<file path="src/rtl/serial165_chain_reader_if.sv">
// Host-side bus and 74HC165 chain signals of the serial165 chain reader.
// The master modport drives scan requests, read addresses and the chains' serial data.
interface serial165_chain_reader_if #(
    parameter int LINES_NUM  = 8,
    parameter int LINE_BYTES = 1
);
    localparam int N      = 8 * LINE_BYTES;
    localparam int DATA_W = LINES_NUM * N;

    logic                 start;
    logic [LINES_NUM-1:0] sdataIn;
    logic                 nPL;
    logic                 shClk;
    logic                 busy;
    logic                 valid;
    logic [DATA_W-1:0]    data;
    logic [15:0]          address;
    logic [15:0]          rdData;

    modport master (
        output start, sdataIn, address,
        input  nPL, shClk, busy, valid, data, rdData
    );

    modport slave (
        input  start, sdataIn, address,
        output nPL, shClk, busy, valid, data, rdData
    );
endinterface

</file>
<file path="src/rtl/serial165_chain_reader.sv">
// Scans daisy-chained 74HC165 input registers into a parallel snapshot with 16-bit read slices.
// Optional feature: define SERIAL165_DEBOUNCE_EN to only accept bits that agree across two scans.
module serial165_chain_reader #(
    parameter int LINES_NUM  = 8,
    parameter int LINE_BYTES = 1,
    parameter int CLK_DIV    = 4
) (
    input logic hclk,
    input logic rst,
    serial165_chain_reader_if.slave bus
);
    localparam int N      = 8 * LINE_BYTES;
    localparam int DATA_W = LINES_NUM * N;
    localparam int SLICES = (DATA_W + 15) / 16;
    localparam int PAD_W  = SLICES * 16;
    localparam int BIT_W  = $clog2(N);

    typedef enum logic [2:0] {
        S_IDLE,
        S_LOAD,
        S_SETTLE,
        S_SHIFT_HI,
        S_SHIFT_LO,
        S_DONE
    } state_t;

    state_t               r_state;
    state_t               w_nextState;
    logic [7:0]           r_div;
    logic                 w_divLast;
    logic [BIT_W-1:0]     r_bitIdx;
    logic                 w_sample;
    logic [LINES_NUM-1:0] r_sync1;
    logic [LINES_NUM-1:0] r_sync2;
    logic [N-1:0]         r_shadow [LINES_NUM];
    logic [DATA_W-1:0]    w_raw;
    logic [DATA_W-1:0]    w_dataNext;
    logic                 w_nPLNext;
    logic                 w_shClkNext;
    logic                 w_busyNext;
    logic                 w_validNext;
    logic                 r_nPL;
    logic                 r_shClk;
    logic                 r_busy;
    logic                 r_valid;
    logic [DATA_W-1:0]    r_data;
    logic [PAD_W-1:0]     w_padded;
    logic [15:0]          w_rdNext;
    logic [15:0]          r_rdData;

    assign w_divLast = (r_div == 8'(CLK_DIV - 1));

    always_ff @(posedge hclk or posedge rst) begin
        if (rst) begin
            r_state <= S_IDLE;
        end else begin
            r_state <= w_nextState;
        end
    end

    // Pin levels are registered from the current state, so every output lags the state by one hclk.
    always_comb begin
        w_nextState = r_state;
        w_sample    = 1'b0;
        w_nPLNext   = (r_state != S_LOAD);
        w_shClkNext = (r_state == S_SHIFT_HI);
        w_busyNext  = (r_state != S_IDLE);
        w_validNext = (r_state == S_DONE);
        case (r_state)
            S_IDLE:     if (bus.start) w_nextState = S_LOAD;
            S_LOAD:     if (w_divLast) w_nextState = S_SETTLE;
            S_SETTLE: begin
                if (w_divLast) begin
                    w_sample    = 1'b1;
                    w_nextState = S_SHIFT_HI;
                end
            end
            S_SHIFT_HI: if (w_divLast) w_nextState = S_SHIFT_LO;
            S_SHIFT_LO: begin
                if (w_divLast) begin
                    w_sample    = 1'b1;
                    w_nextState = (r_bitIdx == BIT_W'(N - 1)) ? S_DONE : S_SHIFT_HI;
                end
            end
            S_DONE:     w_nextState = S_IDLE;
            default:    w_nextState = S_IDLE;
        endcase
    end

    always_ff @(posedge hclk or posedge rst) begin
        if (rst) begin
            r_div    <= '0;
            r_bitIdx <= '0;
        end else begin
            if (r_state == S_IDLE || r_state == S_DONE || r_state != w_nextState) begin
                r_div <= '0;
            end else begin
                r_div <= r_div + 8'd1;
            end
            if (w_sample) begin
                r_bitIdx <= (r_state == S_SETTLE) ? BIT_W'(1) : r_bitIdx + BIT_W'(1);
            end
        end
    end

    // Each line shifts in at its LSB, so after N samples the first one sits at the line's MSB.
    always_ff @(posedge hclk or posedge rst) begin
        if (rst) begin
            r_sync1 <= '0;
            r_sync2 <= '0;
            for (int l = 0; l < LINES_NUM; l++) begin
                r_shadow[l] <= '0;
            end
        end else begin
            r_sync1 <= bus.sdataIn;
            r_sync2 <= r_sync1;
            if (w_sample) begin
                for (int l = 0; l < LINES_NUM; l++) begin
                    r_shadow[l] <= {r_shadow[l][N-2:0], r_sync2[l]};
                end
            end
        end
    end

    always_comb begin
        w_raw = '0;
        for (int l = 0; l < LINES_NUM; l++) begin
            w_raw[l*N +: N] = r_shadow[l];
        end
    end

`ifdef SERIAL165_DEBOUNCE_EN
    logic [DATA_W-1:0] r_rawPrev;
    logic [DATA_W-1:0] w_diff;

    assign w_diff     = w_raw ^ r_rawPrev;
    assign w_dataNext = (w_raw & ~w_diff) | (r_data & w_diff);

    always_ff @(posedge hclk or posedge rst) begin
        if (rst) begin
            r_rawPrev <= '0;
        end else if (r_state == S_DONE) begin
            r_rawPrev <= w_raw;
        end
    end
`else
    assign w_dataNext = w_raw;
`endif

    always_comb begin
        w_padded               = '0;
        w_padded[DATA_W-1:0]   = r_data;
        w_rdNext               = '0;
        for (int s = 0; s < SLICES; s++) begin
            if (bus.address == 16'(s)) w_rdNext = w_padded[s*16 +: 16];
        end
    end

    always_ff @(posedge hclk or posedge rst) begin
        if (rst) begin
            r_nPL    <= 1'b1;
            r_shClk  <= 1'b0;
            r_busy   <= 1'b0;
            r_valid  <= 1'b0;
            r_data   <= '0;
            r_rdData <= '0;
        end else begin
            r_nPL    <= w_nPLNext;
            r_shClk  <= w_shClkNext;
            r_busy   <= w_busyNext;
            r_valid  <= w_validNext;
            r_rdData <= w_rdNext;
            if (r_state == S_DONE) r_data <= w_dataNext;
        end
    end

    assign bus.nPL    = r_nPL;
    assign bus.shClk  = r_shClk;
    assign bus.busy   = r_busy;
    assign bus.valid  = r_valid;
    assign bus.data   = r_data;
    assign bus.rdData = r_rdData;
endmodule

</file>
<file path="src/flat_wrapper.sv">
// flat-port wrapper written by rule: the top's interface ports become plain ports
module serial165_chain_reader_flat 
#(
    parameter int LINES_NUM  = 8,
    parameter int LINE_BYTES = 1,
    parameter int CLK_DIV    = 4
)
  (hclk, rst, bus_start, bus_sdataIn, bus_address, bus_nPL, bus_shClk, bus_busy, bus_valid, bus_data, bus_rdData);
  serial165_chain_reader_if #(.LINES_NUM(LINES_NUM), .LINE_BYTES(LINE_BYTES)) bus_i ();
  input logic hclk;
  input logic rst;
  input wire logic [$bits(bus_i.start)-1:0] bus_start;
  input wire logic [$bits(bus_i.sdataIn)-1:0] bus_sdataIn;
  input wire logic [$bits(bus_i.address)-1:0] bus_address;
  output wire logic [$bits(bus_i.nPL)-1:0] bus_nPL;
  output wire logic [$bits(bus_i.shClk)-1:0] bus_shClk;
  output wire logic [$bits(bus_i.busy)-1:0] bus_busy;
  output wire logic [$bits(bus_i.valid)-1:0] bus_valid;
  output wire logic [$bits(bus_i.data)-1:0] bus_data;
  output wire logic [$bits(bus_i.rdData)-1:0] bus_rdData;
  assign bus_i.start = bus_start;
  assign bus_i.sdataIn = bus_sdataIn;
  assign bus_i.address = bus_address;
  assign bus_nPL = bus_i.nPL;
  assign bus_shClk = bus_i.shClk;
  assign bus_busy = bus_i.busy;
  assign bus_valid = bus_i.valid;
  assign bus_data = bus_i.data;
  assign bus_rdData = bus_i.rdData;
  serial165_chain_reader #(.LINES_NUM(LINES_NUM), .LINE_BYTES(LINE_BYTES), .CLK_DIV(CLK_DIV)) u_core (.hclk(hclk), .rst(rst), .bus(bus_i));
endmodule
</file>
<file path="config.mk">
export PLATFORM = sky130hd
export DESIGN_NAME = serial165_chain_reader_flat
export DESIGN_NICKNAME = d
export VERILOG_FILES = /design/src/rtl/serial165_chain_reader_if.sv /design/src/rtl/serial165_chain_reader.sv /design/src/flat_wrapper.sv
export SDC_FILE = /design/constraint.sdc
export NUM_CORES = 1
export LEC_CHECK = 0
export BUFFER_PORTS_ARGS = -buffer_cell sky130_fd_sc_hd__buf_2
export CAP_MARGIN = 10
export CORE_MARGIN = 5
export CORE_UTILIZATION = 57
export CTS_BUF_LIST = sky130_fd_sc_hd__clkbuf_16
export DETAILED_ROUTE_END_ITERATION = 6
export PLACE_DENSITY = 0.8
export SLEW_MARGIN = 10
export SYNTH_ARGS = -nofsm -noshare
export SYNTH_HDL_FRONTEND = slang
export SYNTH_SLANG_ARGS = --single-unit
</file>
<file path="constraint.sdc">
create_clock -name hclk -period 8.8 [get_ports hclk]
set_clock_uncertainty 0.1 [all_clocks]
set_input_delay 1.76 -clock hclk [delete_from_list [all_inputs] [get_ports hclk]]
set_output_delay 1.76 -clock hclk [all_outputs]
set_load 0.005 [all_outputs]
</file>
==> impl_metrics.csv, run 1 <==
group,metric,value,unit
critical_path,cpPeakStageDelay,0.80,ns
timing,final-hold-violation-count,0,
final_layout,drive_above_1_share,0.521,
clock_tree,ctsHoldBuffers,0,
critical_path,r2r_slack,5.78,ns
floorplanning,pin_count,111,
global_route,grtUsageTotal,0.192,
critical_path,crit_path_end_kind,"asynchronous set/reset pin",
yosys,ys_types,45,
floorplanning,die_w,123,µm
timing,max_slew_margin,0.358,
routing,detail-route-antenna-nets,0,
final_layout,fin_util,0.670,
clock_tree,clkSinkCount,178,
timing,worst_slack,5.73,ns
final_layout,areaGrowthSynthToFinish,15.6,%
critical_path,crit_required,9.15,ns
clock_tree,cts_tree,"yes",
worst_hold_path,hp-class,"flop to flop",
critical_path,cp-start-kind,"input pin",
yosys,ys.flop_type,"dfrtp_1",
yosys,yosysSeqAreaShare,0.609,
job,cap_viol_max_count,0,
timing,grt_setup_unrepaired,"false",
place,gp_congestion,0.775,
timing,fmax,0.325,GHz
power_and_ir_drop,worst_ir_drop_vdd,0.102,mV
place,dp_hpwl,8970,µm
final_layout,diodes,0,
critical_path,reg2reg_to,"u_core.r_shadow[12]",
clock_tree,post_cts_buffers,0,
clock_tree,cts_buffers,17,
critical_path,cpMaxStageDelayCell,"buf_4",
routing,wirelength,13700,µm
worst_hold_path,worstHoldEndpoint,"u_core.r_sync2[2]",
place,port_buffers,110,
final_layout,final_net_count,577,
yosys,ys_top_cells_by_area,"dfrtp_1, mux2_4, mux2_2",
global_route,grt_pass1_vias,4244,
power_and_ir_drop,power_density,189,nW/µm²
global_route,met3_usage,0.0581,
floorplanning,die_h,123,µm
yosys,yosysTopAreaCellShare,0.606,
floorplanning,core_area,12600,µm²
critical_path,arrival,3.43,ns
critical_path,cp_max_fo,112,
yosys,syn_area,7310,µm²
clock_tree,clock_latency,0.43,ns
routing,vias,4006,
timing,fin_crit,3.07,ns
critical_path,r2r-start,"u_core.r_div[0]",
yosys,avgSynthCellArea,16.6,µm²
timing,whs,0.251,ns
worst_hold_path,hold_path_depth,0,
timing,finalMaxSlewViolations,0,
yosys,synthCells,440,
global_route,met2_usage,0.309,
global_route,grt_max_degree,113,
timing,period_share,0.349,
run_status,status,"complete, no violations",
global_route,overflow,0,
yosys,ys_ff_latch,178,
routing,drc,0,
floorplanning,die_area,15200,µm²
routing,wl_per_cell,18.7,µm
yosys,yosys_warnings,0,
worst_hold_path,hold_start,"u_core.r_sync1[2]",
clock_tree,path_clk_slew,0.06,ns
critical_path,critPathKind,"input pin to asynchronous set/reset pin",
timing,finalSetupTns,0,ns
yosys,synth-edff-count,0,
yosys,synth.largest_area_cell,"dfrtp_1",
clock_tree,root_buffer,"clkbuf_16",
clock_tree,h-tree-depth,4,
global_route,grt_antenna_before_repair,0,
global_route,grt-busiest-layer,"met2",
critical_path,ff2ff_path_depth,5,
clock_tree,post_cts_resize_count,0,
routing,drtIter0Drc,268,
timing,setup_viol,0,
place,dp_slack,5.19,ns
yosys,synthArstFlopShare,1.00,
yosys,syn_nets,470,
global_route,met1_usage,0.244,
critical_path,path_cells,"buf_2 -> inv_6 -> buf_4",
power_and_ir_drop,leakage,4.24,nW
global_route,grt_pass1_wl,22100,µm
routing,first_pass_iters,4,
clock_tree,cts_buffer_depth,2,
floorplanning,start_util,0.579,
timing,worst_pin_slew,0.962,ns
routing,vias_per_cell,5.48,
floorplanning,rows,41,
Yosys cell counts, types with 4 or more instances:
cell type  number
nor2b_1        20
mux4_2         16
nand2_1         4
o21ai_0         6
nand3_1         4
clkbuf_1        7
inv_1           7
mux2_2         68
or3_1           5
buf_12          6
mux2_4         60
dfrtp_1       177
nor2_1          7
buf_2           8
power breakdown:
part	internal [mW]	leakage [nW]	switching (mW)	total (mW)
Sequential	0.833	2.30	0.0111	0.845
Combinational	0.0213	1.67	0.0235	0.0449
Clock	0.409	0.265	0.301	0.710
Total	1.26	4.24	0.335	1.60
critical path: cells and delay by family:
kind	cells	cell delay, ns
buffers and inverters	3	1.58
cells in the final DEF (no fill, tap or decap), types with 2 or more instances in the layout:
cell,Yosys,layout
inv_1,7,9
a21oi_1,3,3
nor3_1,2,2
clkinvlp_4,0,5
nor2_1,7,7
nand3_1,4,4
buf_2,8,110
mux4_2,16,16
bufinv_16,0,2
buf_4,1,3
mux2_2,68,68
o21ai_0,6,6
nor4_1,3,3
a221o_1,2,2
ha_1,3,3
nor2b_1,20,20
clkbuf_16,0,17
or3_1,5,5
dfrtp_1,177,177
mux2_4,60,60
clkinv_1,0,2
nor4bb_1,2,2
nand2_1,4,3
nand4_1,2,2
and3_1,3,3
xor2_1,2,2
clkinv_2,0,2
cells by family after synthesis:
| group | count (synthesis) | share of synthesized area |
|---|---|---|
| AO/OA/AOI/OAI | 20 | 0.0199 |
| XOR/XNOR | 3 | 0.00359 |
| adder cells (fa/ha/maj) | 3 | 0.00513 |
| buffers and inverters | 32 | 0.0327 |
| flip-flops | 178 | 0.609 |
| multiplexers | 144 | 0.277 |
| AND/OR/NAND/NOR | 60 | 0.0520 |
worst max path at each step:
stage	start	to	slack (ns)	cells past startpoint
floorplan	rst	u_core.bus.busy	2.11	1
global placement	rst	u_core.bus.busy	5.25	3
detailed placement	rst	u_core.r_sync1[4]	5.19	3
CTS	rst	u_core.bus.data[29]	5.65	3
global route	rst	u_core.r_shadow[41]	5.36	3
finish	rst	u_core.bus.data[29]	5.73	3
stage by stage:
stage / cells / total power [mW] / area (µm²)
CTS: 731 / 1.61 / 8450
detailed placement: 700 / 0.906 / 7900
global route: 731 / 1.66 / 8450
finish: 731 / 1.60 / 8450
global placement: 700 / 0.903 / 7900
floorplan: 440 / 0.889 / 7310
routing by layer:
layer	routed length, µm	vias to the layer above
met5	0	-
met2	6770	103
met1	5770	2084
met3	890	24
met4	257	0
li1	-	1795
state kept, by name, indices dropped and copies added, names as in the netlist, 3 cells and up:
signal             flops
u_core.r_bitIdx        3
u_core.r_shadow       64
u_core.r_state         3
u_core.bus.rdData     16
u_core.bus.data       64
u_core.r_sync1         8
u_core.r_sync2         8
u_core.r_div           8
layout make-up:
cell class,count,area (µm²)
clock buffers,17,425
clock inverters,14,126
fillers,873,4170
inverters,7,31.3
multi-input cells,230,2630
flip-flops and latches,178,4460
well taps,172,215
repair buffers,113,573
Power figures use the tool's default switching activity.
==> run 2: changes to the inputs <==
--- a/config.mk
+++ b/config.mk
@@ -8,10 +8,10 @@
 export BUFFER_PORTS_ARGS = -buffer_cell sky130_fd_sc_hd__buf_2
 export CAP_MARGIN = 10
 export CORE_MARGIN = 5
-export CORE_UTILIZATION = 57
+export CORE_UTILIZATION = 51
 export CTS_BUF_LIST = sky130_fd_sc_hd__clkbuf_16
 export DETAILED_ROUTE_END_ITERATION = 6
-export PLACE_DENSITY = 0.8
+export PLACE_DENSITY = 0.76
 export SLEW_MARGIN = 10
 export SYNTH_ARGS = -nofsm -noshare
 export SYNTH_HDL_FRONTEND = slang
==> constraint.sdc (replaced) <==
create_clock -name hclk -period 2.75 [get_ports hclk]
set_clock_uncertainty 0.1 [all_clocks]
set_input_delay 0.55 -clock hclk [delete_from_list [all_inputs] [get_ports hclk]]
set_output_delay 0.55 -clock hclk [all_outputs]
set_load 0.005 [all_outputs]
==> run 2 against run 1 <==
Compared with the run above: cell count increased by 1.9%; sequential share of layout area down 0.75 points; sequential power rose to 3.2 times the previous value; critical path depth is 2 higher; hold slack worse by 0.17 ns; setup slack worse by 5.2 ns; core utilization down 5.7 points; highest routed layer unchanged.
==> impl_metrics.csv, run 2 (same netlist as run 1, synthesis figures left out) <==
group,metric,value,unit
clock_tree,cts_tree,"yes",
clock_tree,path_clk_slew,0.06,ns
clock_tree,cts_buffer_depth,2,
floorplanning,pin_count,111,
run_status,status,"complete, no violations",
global_route,grtUsageTotal,0.175,
global_route,grt_antenna_before_repair,0,
clock_tree,clkSinkCount,178,
critical_path,r2r_slack,0.50,ns
timing,worst_pin_slew,0.567,ns
routing,detail-route-antenna-nets,0,
clock_tree,post_cts_resize_count,0,
routing,vias_per_cell,5.35,
final_layout,final_common_cell,"dfrtp_1",
floorplanning,die_area,16800,µm²
critical_path,cp_max_fo,32,
clock_tree,post_cts_buffers,0,
clock_tree,root_buffer,"clkbuf_16",
timing,fmax,0.444,GHz
timing,max_slew_margin,0.621,
timing,setup_viol,0,
floorplanning,die_w,130,µm
clock_tree,ctsHoldBuffers,0,
routing,drc,0,
final_layout,layout_common_cells,"dfrtp_1, buf_2, mux2_2",
final_layout,drive_above_1_share,0.524,
worst_hold_path,hp-class,"input pin to asynchronous set/reset pin",
power_and_ir_drop,total_power,5.12,mW
clock_tree,clock_latency,0.42,ns
final_layout,final_net_count,582,
critical_path,critPathKind,"flop to flop",
timing,grt_setup_unrepaired,"false",
final_layout,num-fill-cells,1039,
final_layout,seq_area,4460,µm²
routing,wl_per_cell,18.8,µm
place,gp_congestion,0.763,
final_layout,areaGrowthSynthToFinish,17.3,%
timing,final-hold-violation-count,0,
power_and_ir_drop,p_clk_frac,0.441,
final_layout,diodes,0,
global_route,grt_max_degree,66,
power_and_ir_drop,comb_power_share,0.030,
power_and_ir_drop,switchingPower,1.06,mW
timing,period_share,0.820,
global_route,overflow,0,
timing,finalMaxSlewViolations,0,
timing,worst_slack,0.496,ns
floorplanning,core_area,14000,µm²
global_route,grt_pass1_vias,4346,
job,cap_viol_max_count,0,
critical_path,arrival,2.46,ns
power_and_ir_drop,p_int,4.05,mW
routing,vias,3984,
global_route,grt_pass1_wl,22800,µm
power_and_ir_drop,power_density,597,nW/µm²
timing,fin_crit,2.25,ns
routing,drtIter0Drc,198,
power_and_ir_drop,worst_ir_drop_vdd,0.433,mV
floorplanning,start_util,0.523,
routing,first_pass_iters,4,
routing,wirelength,14000,µm
critical_path,crit_path_end_kind,"flop",
floorplanning,die_h,130,µm
critical_path,crit_required,2.96,ns
place,dp_hpwl,9200,µm
clock_tree,h-tree-depth,4,
power_and_ir_drop,leakage,4.30,nW
floorplanning,rows,43,
critical_path,cp-start-kind,"flop",
power_and_ir_drop,switching_share,0.208,
place,dp_slack,0.525,ns
clock_tree,cts_buffers,17,
place,port_buffers,110,
final_layout,multi_input_area,2630,µm²
power_and_ir_drop,seq_power_share,0.528,
## run 2: changes by cell type in the layout (fill, tap and decap cells not counted)
cell        change
inv_1           -1
clkinv_2        +2
clkinv_1        +2
inv_6           -1
buf_12          +6
buf_4           -1
clkinvlp_4      -2
clkinv_4        +1
## run 2: cell type report
cell class	instances	share of cell area
Inverter	7	0.00350
Multi-Input combinational cell	230	0.306
Sequential cell	178	0.520
Tap cell	180	0.0263
Timing Repair Buffer	118	0.0800
Clock inverter	15	0.0147
Clock buffer	17	0.0496
## run 2: power by group through the flow
| stage | Clock (mW) | Combinational (mW) | Sequential [mW] |
|---|---|---|---|
| after CTS | 2.31 | 0.161 | 2.70 |
| final | 2.26 | 0.155 | 2.70 |
| after floorplan | 0 | 0.109 | 2.74 |
| after detailed placement | 0 | 0.161 | 2.75 |
| after global placement | 0 | 0.155 | 2.75 |
| after global routing | 2.41 | 0.174 | 2.71 |
## run 2: worst paths after layout
kind | from | endpoint | cells past startpoint
setup / recovery | u_core.r_div[0] | u_core.r_shadow[11] | 5
hold / removal | rst | u_core.bus.data[32] | 2
setup reg to reg | u_core.r_div[0] | u_core.r_shadow[11] | 5
hold reg to reg | u_core.r_sync1[5] | u_core.r_sync2[5] | 0
max in group asynchronous | rst | u_core.bus.data[3] | 3
min in group hclk | bus_sdataIn[5] | u_core.r_sync1[5] | 1
## run 2: worst max-delay path, stage by stage, from the launching register on
cell and delay [ns]:
dfrtp_1 0.41, ha_1 0.28, nor4b_4 0.39, o2111a_4 0.33
buf_12 0.25, mux2_2 0.37
## run 2: through the flow
| stage | utilization | hold WS (ns) | area [µm²] | cells | setup TNS [ns] |
|---|---|---|---|---|---|
| floorplan | - | 0.231 | 7310 | 440 | -31.82 |
| global placement | 0.574 | 0.234 | 8020 | 713 | 0 |
| detailed placement | 0.574 | 0.236 | 8020 | 713 | 0 |
| CTS | 0.613 | 0.0864 | 8580 | 745 | 0 |
| global route | 0.613 | 0.113 | 8580 | 745 | 0 |
| finish | 0.613 | 0.0851 | 8580 | 745 | 0 |
## run 2: per-layer routing
metal	vias up	part of all wire	global-route usage	routed length [µm]
li1	1805	-	-	-
met1	2058	0.41	0.220	5770
met2	104	0.51	0.289	7150
met3	17	0.059	0.0524	825
met4	0	0.016	0.0630	227
met5	-	0	0	0
==> run 3: changes to the inputs <==
--- a/config.mk
+++ b/config.mk
@@ -8,10 +8,10 @@
 export BUFFER_PORTS_ARGS = -buffer_cell sky130_fd_sc_hd__buf_2
 export CAP_MARGIN = 10
 export CORE_MARGIN = 5
-export CORE_UTILIZATION = 51
+export CORE_UTILIZATION = 57
 export CTS_BUF_LIST = sky130_fd_sc_hd__clkbuf_16
 export DETAILED_ROUTE_END_ITERATION = 6
-export PLACE_DENSITY = 0.76
+export PLACE_DENSITY = 0.8
 export SLEW_MARGIN = 10
 export SYNTH_ARGS = -nofsm -noshare
 export SYNTH_HDL_FRONTEND = slang
==> constraint.sdc (replaced) <==
create_clock -name hclk -period 2.1 [get_ports hclk]
set_clock_uncertainty 0.1 [all_clocks]
set_input_delay 0.42 -clock hclk [delete_from_list [all_inputs] [get_ports hclk]]
set_output_delay 0.42 -clock hclk [all_outputs]
set_load 0.005 [all_outputs]
==> run 3 against run 2 <==
Compared with the run above: combinational power is 35% higher; register-to-register slack worse by 0.37 ns; power is 33% higher; highest routed layer unchanged; largest cell class unchanged.
==> impl_metrics.csv, run 3 (same netlist as run 1, synthesis figures left out) <==
group,metric,value,unit
clock_tree,h-tree-depth,4,
job,cap_viol_max_count,0,
critical_path,critPathKind,"flop to flop",
global_route,grt_pass1_wl,22800,µm
critical_path,worstSetupStartpoint,"u_core.r_div[0]",
clock_tree,cts_buffers,17,
critical_path,path_cells,"ha_1 -> nor4b_4 -> o2111a_4 -> buf_12 -> mux2_2",
critical_path,r2r-start,"u_core.r_div[0]",
global_route,grt_pass1_vias,4370,
routing,detail-route-antenna-nets,0,
routing,drtIter0Drc,237,
place,post_dp_cell_area,8030,µm²
final_layout,final_common_cell,"dfrtp_1",
run_status,status,"complete, no violations",
clock_tree,cts_tree,"yes",
critical_path,cpPeakStageDelay,0.40,ns
floorplanning,pin_count,111,
critical_path,ff2ff_path_depth,5,
critical_path,crit_end,"u_core.r_shadow[10]",
routing,vias,4123,
critical_path,cp_num_cells,5,
critical_path,arrival,2.18,ns
critical_path,cpMaxStageDelayCell,"dfrtp_1",
final_layout,instances_no_fill,749,
power_and_ir_drop,worst_ir_drop_vdd,0.507,mV
power_and_ir_drop,power_density,785,nW/µm²
timing,period_share,0.940,
critical_path,r2r_slack,0.13,ns
routing,drc,0,
critical_path,cp-start-kind,"flop",
timing,fmax,0.507,GHz
final_layout,fin_util,0.689,
global_route,grtUsageTotal,0.197,
timing,final-hold-violation-count,0,
routing,wirelength,14000,µm
critical_path,reg2reg_to,"u_core.r_shadow[10]",
routing,first_pass_iters,4,
final_layout,areaGrowthSynthToFinish,19.0,%
floorplanning,start_util,0.579,
floorplanning,rows,41,
timing,max_slew_margin,0.548,
timing,setup_viol,0,
floorplanning,die_w,123,µm
timing,worst_pin_slew,0.678,ns
global_route,grt_antenna_before_repair,0,
floorplanning,die_area,15200,µm²
place,gp_congestion,0.807,
power_and_ir_drop,leakage,4.37,nW
critical_path,worst_path_dominant_cell_family,"flip-flops",
clock_tree,post_cts_buffers,0,
place,port_buffers,110,
routing,vias_per_cell,5.50,
critical_path,crit_required,2.30,ns
timing,grt_setup_unrepaired,"false",
floorplanning,core_area,12600,µm²
global_route,overflow,0,
critical_path,cp_max_fo,32,
routing,wl_per_cell,18.7,µm
clock_tree,cts_buffer_depth,2,
clock_tree,clock_latency,0.42,ns
critical_path,path_buf_inv,1,
place,dp_cells,709,
final_layout,drive_above_1_share,0.525,
final_layout,layout_common_cells,"dfrtp_1, buf_2, mux2_2",
floorplanning,die_h,123,µm
global_route,grt_max_degree,128,
final_layout,diodes,0,
clock_tree,clkSinkCount,178,
final_layout,final_area,8700,µm²
worst_hold_path,hp-class,"input pin to asynchronous set/reset pin",
timing,finalMaxSlewViolations,0,
clock_tree,root_buffer,"clkbuf_16",
clock_tree,path_clk_slew,0.06,ns
final_layout,final_net_count,594,
place,dp_hpwl,9000,µm
timing,fin_crit,1.97,ns
critical_path,crit_path_end_kind,"flop",
## run 3: changes by cell type in the layout (fill, tap and decap cells not counted)
cell,previous run,this run
clkinv_1,4,1
o211ai_2,1,0
or4b_4,0,1
bufinv_16,2,3
dlygate4sd3_1,0,8
buf_12,6,5
or4b_1,1,0
inv_1,8,9
buf_4,2,7
clkinv_2,4,6
clkinvlp_4,3,2
o211ai_4,0,1
## run 3: cell type report
class	count	area (µm²)
Timing Repair Buffer	130	783
Sequential cell	178	4460
Fill cell	839	3920
Tap cell	172	215
Clock inverter	15	151
Multi-Input combinational cell	230	2640
Clock buffer	17	425
Inverter	7	30.0
## run 3: worst min-delay path by stage
stage                     slack, ns  cells after the start                   to         startpoint
final                          0.09                      3  u_core.bus.data[32]                rst
after global routing           0.18                      3   u_core.bus.data[0]                rst
after CTS                      0.14                      3  u_core.bus.data[14]                rst
after detailed placement       0.24                      0    u_core.r_sync2[7]  u_core.r_sync1[7]
after global placement         0.23                      0    u_core.r_sync2[5]  u_core.r_sync1[5]
after floorplan                0.23                      0    u_core.r_sync2[0]  u_core.r_sync1[0]
## run 3: repair_timing
action	in CTS	in global routing
hold buffers	8	0
gates resized for setup	0	2
hold endpoints to repair	8	0
setup endpoints to repair	0	7
## run 3: routing by layer
| metal | track usage | part of all wire | vias up | routed length [µm] |
|---|---|---|---|---|
| li1 | - | - | 1828 | - |
| met1 | 0.251 | 0.42 | 2154 | 5860 |
| met2 | 0.323 | 0.51 | 123 | 7100 |
| met3 | 0.0595 | 0.061 | 18 | 858 |
| met4 | 0.0692 | 0.013 | 0 | 180 |
| met5 | 0 | 0 | - | 0 |
## run 3: power by group
| part | leakage, nW | switching, mW | total, mW | internal, mW |
|---|---|---|---|---|
| Clock | 0.297 | 1.24 | 3.08 | 1.84 |
| Combinational | 1.77 | 0.103 | 0.209 | 0.107 |
| Sequential | 2.30 | 0.0473 | 3.54 | 3.49 |
## run 3: tightest hold or removal path: stages
cell,delay [ns]
buf_2,0.12
clkinvlp_4,0.09
buf_12,0.45
## run 3: stage by stage
stage	setup WS [ns]	power, mW	hold slack [ns]	TNS [ns]
3_5_place_dp	0.119	3.80	0.238	0
6_report	0.126	6.83	0.0859	0
4_1_cts	0.0951	6.89	0.137	0
5_1_grt	0.0433	7.08	0.180	0
3_3_place_gp	0.166	3.80	0.233	0
2_1_floorplan	-0.700	3.73	0.231	-124.00
